File: config.mk
export PLATFORM = sky130hd
export DESIGN_NAME = approx_mult_error_evaluator
export DESIGN_NICKNAME = d
export VERILOG_FILES = /design/src/rtl/approx_mult_error_evaluator.sv
export SDC_FILE = /design/constraint.sdc
export NUM_CORES = 1
export LEC_CHECK = 0
export BUFFER_PORTS_ARGS = -buffer_cell sky130_fd_sc_hd__buf_2
export CAP_MARGIN = 30
export CORE_MARGIN = 5
export CORE_UTILIZATION = 30
export CTS_CLUSTER_DIAMETER = 30
export DETAILED_ROUTE_END_ITERATION = 10
export PLACE_DENSITY = 0.55
export SETUP_SLACK_MARGIN = 0.15
export SKIP_CTS_REPAIR_TIMING = 1
export SLEW_MARGIN = 20
export SYNTH_ARGS = -nofsm -noshare
export SYNTH_HDL_FRONTEND = slang
export SYNTH_SLANG_ARGS = --single-unit
File: constraint.sdc
create_clock -name clk -period 10 [get_ports clk]
set_clock_uncertainty 0.2 [all_clocks]
set_input_delay 1 -clock clk [delete_from_list [all_inputs] [get_ports clk]]
set_output_delay 1 -clock clk [all_outputs]
set_load 0.02 [all_outputs]
File: src/rtl/approx_mult_error_evaluator.sv
// Sweep engine that drives every operand pair to an external approximate
// multiplier and accumulates error statistics against the exact product.
module approx_mult_error_evaluator #(
  parameter int unsigned W    = 4,
  parameter int unsigned LAT  = 1,
  parameter int unsigned FRAC = 8
) (
  input  logic                  clk,
  input  logic                  rst,
  input  logic                  start,
  output logic [W-1:0]          op_a,
  output logic [W-1:0]          op_b,
  input  logic [2*W-1:0]        approx_p,
  output logic                  busy,
  output logic                  done,
  output logic [2*W:0]          err_count,
  output logic [4*W-1:0]        sum_abs_err,
  output logic [2*W-1:0]        max_abs_err,
  output logic [4*W+FRAC-1:0]   sum_rel_err
);

  localparam int unsigned PW   = 2 * W;          // product width
  localparam int unsigned DW   = PW + FRAC;      // quotient width / divide cycles
  localparam int unsigned CNTW = PW + 1;         // error count width
  localparam int unsigned SW   = 4 * W;          // absolute error sum width
  localparam int unsigned RW   = 4 * W + FRAC;   // relative error sum width
  localparam int unsigned DCW  = $clog2(DW + 1); // divide step counter width
  localparam int unsigned WCW  = 4;              // wait counter width (LAT <= 15)

  typedef enum logic [2:0] {
    S_IDLE,
    S_DRIVE,
    S_WAIT,
    S_COMPARE,
    S_DIVIDE,
    S_ACCUM,
    S_FIN
  } state_t;

  state_t          state, state_nxt;
  logic [PW-1:0]   idx;
  logic [WCW-1:0]  wait_cnt;
  logic [DCW-1:0]  div_cnt;
  logic [PW-1:0]   err_q;
  logic [PW-1:0]   exact_q;
  logic [PW-1:0]   rem;
  logic [DW-1:0]   quot;

  logic [PW-1:0]   exact_c;
  logic [PW-1:0]   err_c;
  logic [PW:0]     trial_c;
  logic            trial_ge_c;
  logic            last_c;

  // Exact product, absolute error and one restoring-divide step
  always_comb begin
    exact_c    = PW'(op_a) * PW'(op_b);
    err_c      = (approx_p >= exact_c) ? (approx_p - exact_c) : (exact_c - approx_p);
    trial_c    = {rem, quot[DW-1]};
    trial_ge_c = (trial_c >= {1'b0, exact_q});
    last_c     = (idx == {PW{1'b1}});
  end

  // State register
  always_ff @(posedge clk) begin
    if (rst) state <= S_IDLE;
    else     state <= state_nxt;
  end

  // Next-state logic
  always_comb begin
    state_nxt = state;
    case (state)
      S_IDLE:    if (start) state_nxt = S_DRIVE;
      S_DRIVE:   state_nxt = (LAT > 1) ? S_WAIT : S_COMPARE;
      S_WAIT:    if (wait_cnt == WCW'(1)) state_nxt = S_COMPARE;
      S_COMPARE: state_nxt = ((err_c == '0) || (exact_c == '0)) ? S_ACCUM : S_DIVIDE;
      S_DIVIDE:  if (div_cnt == DCW'(DW - 1)) state_nxt = S_ACCUM;
      S_ACCUM:   state_nxt = last_c ? S_FIN : S_DRIVE;
      S_FIN:     state_nxt = S_IDLE;
      default:   state_nxt = S_IDLE;
    endcase
  end

  // Datapath: operand drive, divider, statistics and status flags
  always_ff @(posedge clk) begin
    if (rst) begin
      op_a        <= '0;
      op_b        <= '0;
      busy        <= 1'b0;
      done        <= 1'b0;
      err_count   <= '0;
      sum_abs_err <= '0;
      max_abs_err <= '0;
      sum_rel_err <= '0;
      idx         <= '0;
      wait_cnt    <= '0;
      div_cnt     <= '0;
      err_q       <= '0;
      exact_q     <= '0;
      rem         <= '0;
      quot        <= '0;
    end else begin
      case (state)
        S_IDLE: begin
          if (start) begin
            err_count   <= '0;
            sum_abs_err <= '0;
            max_abs_err <= '0;
            sum_rel_err <= '0;
            idx         <= '0;
            done        <= 1'b0;
            busy        <= 1'b1;
          end
        end
        S_DRIVE: begin
          op_a     <= idx[PW-1:W];
          op_b     <= idx[W-1:0];
          wait_cnt <= WCW'(LAT - 1);
        end
        S_WAIT: begin
          wait_cnt <= wait_cnt - WCW'(1);
        end
        S_COMPARE: begin
          err_q   <= err_c;
          exact_q <= exact_c;
          rem     <= '0;
          div_cnt <= '0;
          // Quotient register starts holding the dividend; zero when no divide runs
          quot    <= ((err_c != '0) && (exact_c != '0)) ? (DW'(err_c) << FRAC) : '0;
        end
        S_DIVIDE: begin
          div_cnt <= div_cnt + DCW'(1);
          if (trial_ge_c) begin
            rem  <= PW'(trial_c - {1'b0, exact_q});
            quot <= {quot[DW-2:0], 1'b1};
          end else begin
            rem  <= trial_c[PW-1:0];
            quot <= {quot[DW-2:0], 1'b0};
          end
        end
        S_ACCUM: begin
          sum_abs_err <= sum_abs_err + SW'(err_q);
          sum_rel_err <= sum_rel_err + RW'(quot);
          err_count   <= err_count + CNTW'(err_q != '0);
          if (err_q > max_abs_err) max_abs_err <= err_q;
          if (!last_c) idx <= idx + PW'(1);
        end
        S_FIN: begin
          busy <= 1'b0;
          done <= 1'b1;
        end
        default: ;
      endcase
    end
  end

endmodule

==> impl_summary.log <==
[metrics] outcome: finished, final reports clean
[metrics] Clk pin slew, worst setup/hold paths: 0.06 ns
[metrics] dominant register cell in the synthesized netlist: sky130_fd_sc_hd__dfxtp_1
[metrics] slack of the critical path: 4.59 ns
[metrics] total of flip-flops plus latches after synthesis: 127
[metrics] data required time of the critical path: 10.07 ns
[metrics] data arrival at the endpoint of the critical path: 5.48 ns
[metrics] clock tree from TritonCTS: yes
[metrics] Placer Congestion: 0.814
[metrics] setup-violating endpoint count in the final report: 0
[metrics] number of rows in the core area: 59
[metrics] post-synthesis instance total: 950
[metrics] post-placement setup slack: 4.60 ns
[metrics] Initial DRC Count: 380
[metrics] x dimension of the die: 172 µm
[metrics] capturing instance or port of the critical path: quot[11]
[metrics] final number of max-transition violations: 0
[metrics] Leak Pwr: 4.03 nW
[metrics] post-synthesis sequential area ratio: 0.322
[metrics] top cell type's share of synthesized area: 0.322
[metrics] Final Routed Wirelength: 20800 µm
[metrics] Port Buffer Count: 77
[metrics] worst reg2reg path startpoint: op_b[3]
[metrics] setup repair after global routing missed its margin: no
[metrics] element type at the critical path start: flop
[metrics] Sink Count: 127
[metrics] total gr overflow: 0
[metrics] floorplan die height: 172 µm
[metrics] via count of the first global-routing pass: 6750
[metrics] category of the worst setup path capture point: flop
[metrics] number of warnings reported in the yosys synthesis log: 0
[metrics] proportion of layout cells with a drive suffix above 1: 0.141
[metrics] post-synthesis async set-or-reset flop share: 0
[metrics] startpoint of the worst setup timing path: op_b[3]
[metrics] via count normalized by instance count: 5.06
[metrics] number of search-and-repair iterations in the first detailed-routing pass: 5
[metrics] io pins: 78
[metrics] Worst Max-Slew Pin Slew: 0.952 ns
[metrics] fraction of the cycle the final worst path needs: 0.541
[metrics] Slew HR: 0.364
[metrics] number of antenna violations at the first check in global routing: 0
[metrics] number of H-tree branching levels: 4
[metrics] Tightest Hold Check Type: reg2reg
[metrics] setup TNS: 0 ns
[metrics] area growth from synthesis to layout: 16.2%
[metrics] first-pass GRT wire length: 34800 µm
[metrics] worst skew pair latency: 0.42 ns
[metrics] slack of the worst reg-to-reg path: 4.59 ns
[metrics] overall via count from detail_route: 6862
[metrics] number of antenna cells inserted: 0
[metrics] count of fill cells added during filler insertion: 2695
[metrics] worst setup path category: reg2reg
[metrics] number of cells in the design after placement: 1325
[metrics] standard cell core area: 0.0260 mm²
[metrics] number of buffers inserted during clock tree synthesis: 17
[metrics] die area: 0.0296 mm²
[metrics] post-synthesis cell area: 0.00789 mm²
[metrics] top cells by area in the synthesized netlist: sky130_fd_sc_hd__dfxtp_1, sky130_fd_sc_hd__ha_1, sky130_fd_sc_hd__nor2_1, sky130_fd_sc_hd__a21oi_1, sky130_fd_sc_hd__mux2i_1
[metrics] largest driver fanout on the critical path: 9
[metrics] clock root buffer master: sky130_fd_sc_hd__clkbuf_16
[metrics] register area: 0.00254 mm²
[metrics] area of combinational cells with multiple inputs: 0.00496 mm²
[metrics] Hold Fails Final Rpt: 0
[metrics] Post-Syn Nets: 1044
[metrics] number of max-cap violations: 0
[metrics] DRT antenna net count: 0
[metrics] placed wire-length estimate after detailed placement: 15100 µm
[metrics] per-cell routed wire length: 15.4 µm
[metrics] count of flip-flops with a built-in enable after synthesis: 0
[metrics] DRC errors left: 0
[metrics] post-synth top area cell: sky130_fd_sc_hd__dfxtp_1
[metrics] Final #Nets: 1103
[metrics] Final Non-Filler Cells: 1357
[metrics] total track usage: 0.145
[metrics] maximum vdd ir drop: 0.0967 mV
[metrics] post-layout min period: 5.41 ns
[metrics] max frequency: 185 MHz
[metrics] Avg Inst Size Synth: 8.30 µm²
[metrics] starting utilization of the core area: 0.303
[metrics] pin count of the biggest net entering global routing: 61
[metrics] number of distinct standard cells referenced by the synthesized netlist: 70
[metrics] Max Root-Sink Buffers: 2
[metrics] destination of the worst register-to-register timing path: quot[11]
[metrics] worst reg2reg path depth: 19
[metrics] power density of the placed cells: 142 mW/mm²
## cells by family (layout without fill, tap and decap cells)
group,after synthesis,after routing,synth area share
simple gates,329,329,0.197
buf+inv,101,173,0.0493
xor+xnor,33,33,0.0376
fa+ha+maj,83,83,0.140
compound gates,241,241,0.207
flops,127,127,0.322
mux,36,36,0.0467
## state kept, by name (all words and copies together) (netlist names), 3 cells and up
| signal | flops |
|---|---|
| op_a | 4 |
| div_cnt | 5 |
| sum_abs_err | 16 |
| err_q | 8 |
| wait_cnt | 4 |
| rem | 8 |
| sum_rel_err | 24 |
| state | 3 |
| exact_q | 8 |
| op_b | 4 |
| max_abs_err | 8 |
| quot | 16 |
| err_count | 9 |
| idx | 8 |
## how the worst min path moves through the flow
stage,to,cells after the start,startpoint
2_1_floorplan,exact_q[2],2,exact_q[2]
3_3_place_gp,exact_q[2],2,exact_q[2]
3_5_place_dp,exact_q[2],2,exact_q[2]
4_1_cts,exact_q[2],2,exact_q[2]
5_1_grt,exact_q[6],2,exact_q[6]
6_report,exact_q[2],2,exact_q[2]
## routing by layer
layer / wire, µm / track usage / share of wire / vias up
met1: 10200 / 0.194 / 0.49 / 3204
met3: 909 / 0.0311 / 0.044 / 23
met4: 396 / 0.0475 / 0.019 / 0
met2: 9310 / 0.233 / 0.45 / 125
met5: 0 / 0 / 0 / -
li1: - / - / - / 3510
## Yosys cell counts (all sizes together), types with 7 or more instances
| cell | count |
|---|---|
| a22oi | 20 |
| or2 | 9 |
| o21bai | 11 |
| xor2 | 16 |
| a21o | 15 |
| nand2 | 80 |
| nor3 | 12 |
| mux2i | 30 |
| nor2 | 113 |
| a211oi | 10 |
| a21oi | 80 |
| fa | 9 |
| inv | 60 |
| buf | 11 |
| dfxtp | 127 |
| clkbuf | 29 |
| and3 | 19 |
| o21ai | 42 |
| ha | 74 |
| o21a | 7 |
| nand3 | 33 |
| xnor2 | 17 |
| and2 | 15 |
| o211ai | 7 |
| nand4 | 15 |
## report_power, final
part	leakage [nW]	internal (mW)	switching, mW
Sequential	1.02	0.514	0.0142
Clock	0.294	0.390	0.248
Combinational	2.72	0.0446	0.0904
## placed cells by master, fill, tap and decap left out, drive strengths merged, types with 7 or more instances in the layout
cell and count:
nand4 15, nand2 80, a22oi 20, ha 74
or2 9, xnor2 17, o21ai 42, a21oi 80
o21a 7, nor2 113, o211ai 7, xor2 16
o21bai 11, and3 19, nor3 12, nand3 33
buf 80, a211oi 10, dfxtp 127, clkbuf 21
fa 9, a21o 15, and2 15, inv 63
mux2i 30
## per-stage QoR
step | cell area, µm² | utilization | hold slack (ns) | power [mW]
3_5_place_dp | 8560 | 0.330 | 0.249 | 0.675
2_1_floorplan | 7890 | - | 0.236 | 0.637
5_1_grt | 9170 | 0.353 | 0.300 | 1.36
3_3_place_gp | 8560 | 0.329 | 0.246 | 0.674
6_report | 9170 | 0.353 | 0.256 | 1.30
4_1_cts | 9170 | 0.353 | 0.257 | 1.32
## final cells by class
| type | instances | area share |
|---|---|---|
| clock buffer | 21 | 0.0513 |
| timing repair buffer | 80 | 0.0448 |
| tap | 335 | 0.0457 |
| clock inverter | 11 | 0.0142 |
| inverter | 61 | 0.0250 |
| multi-input combinational | 722 | 0.542 |
| sequential | 127 | 0.277 |
## critical path: stages (launching register included)
cell,delay [ns]
sky130_fd_sc_hd__dfxtp_1,0.41
sky130_fd_sc_hd__nand2_1,0.10
sky130_fd_sc_hd__fa_1,0.54
sky130_fd_sc_hd__inv_1,0.06
sky130_fd_sc_hd__fa_1,0.49
sky130_fd_sc_hd__ha_1,0.31
sky130_fd_sc_hd__a21o_1,0.18
sky130_fd_sc_hd__a21oi_1,0.22
sky130_fd_sc_hd__o21bai_1,0.09
sky130_fd_sc_hd__a21oi_1,0.17
sky130_fd_sc_hd__xor2_1,0.29
sky130_fd_sc_hd__ha_1,0.35
sky130_fd_sc_hd__nand2_1,0.09
sky130_fd_sc_hd__a21oi_1,0.06
sky130_fd_sc_hd__a221oi_4,0.51
sky130_fd_sc_hd__mux2i_1,0.28
sky130_fd_sc_hd__xor2_1,0.28
sky130_fd_sc_hd__nand2_1,0.12
sky130_fd_sc_hd__nor4_2,0.36
sky130_fd_sc_hd__o32ai_1,0.13
Note: power is estimated with default switching activity, not from simulation.
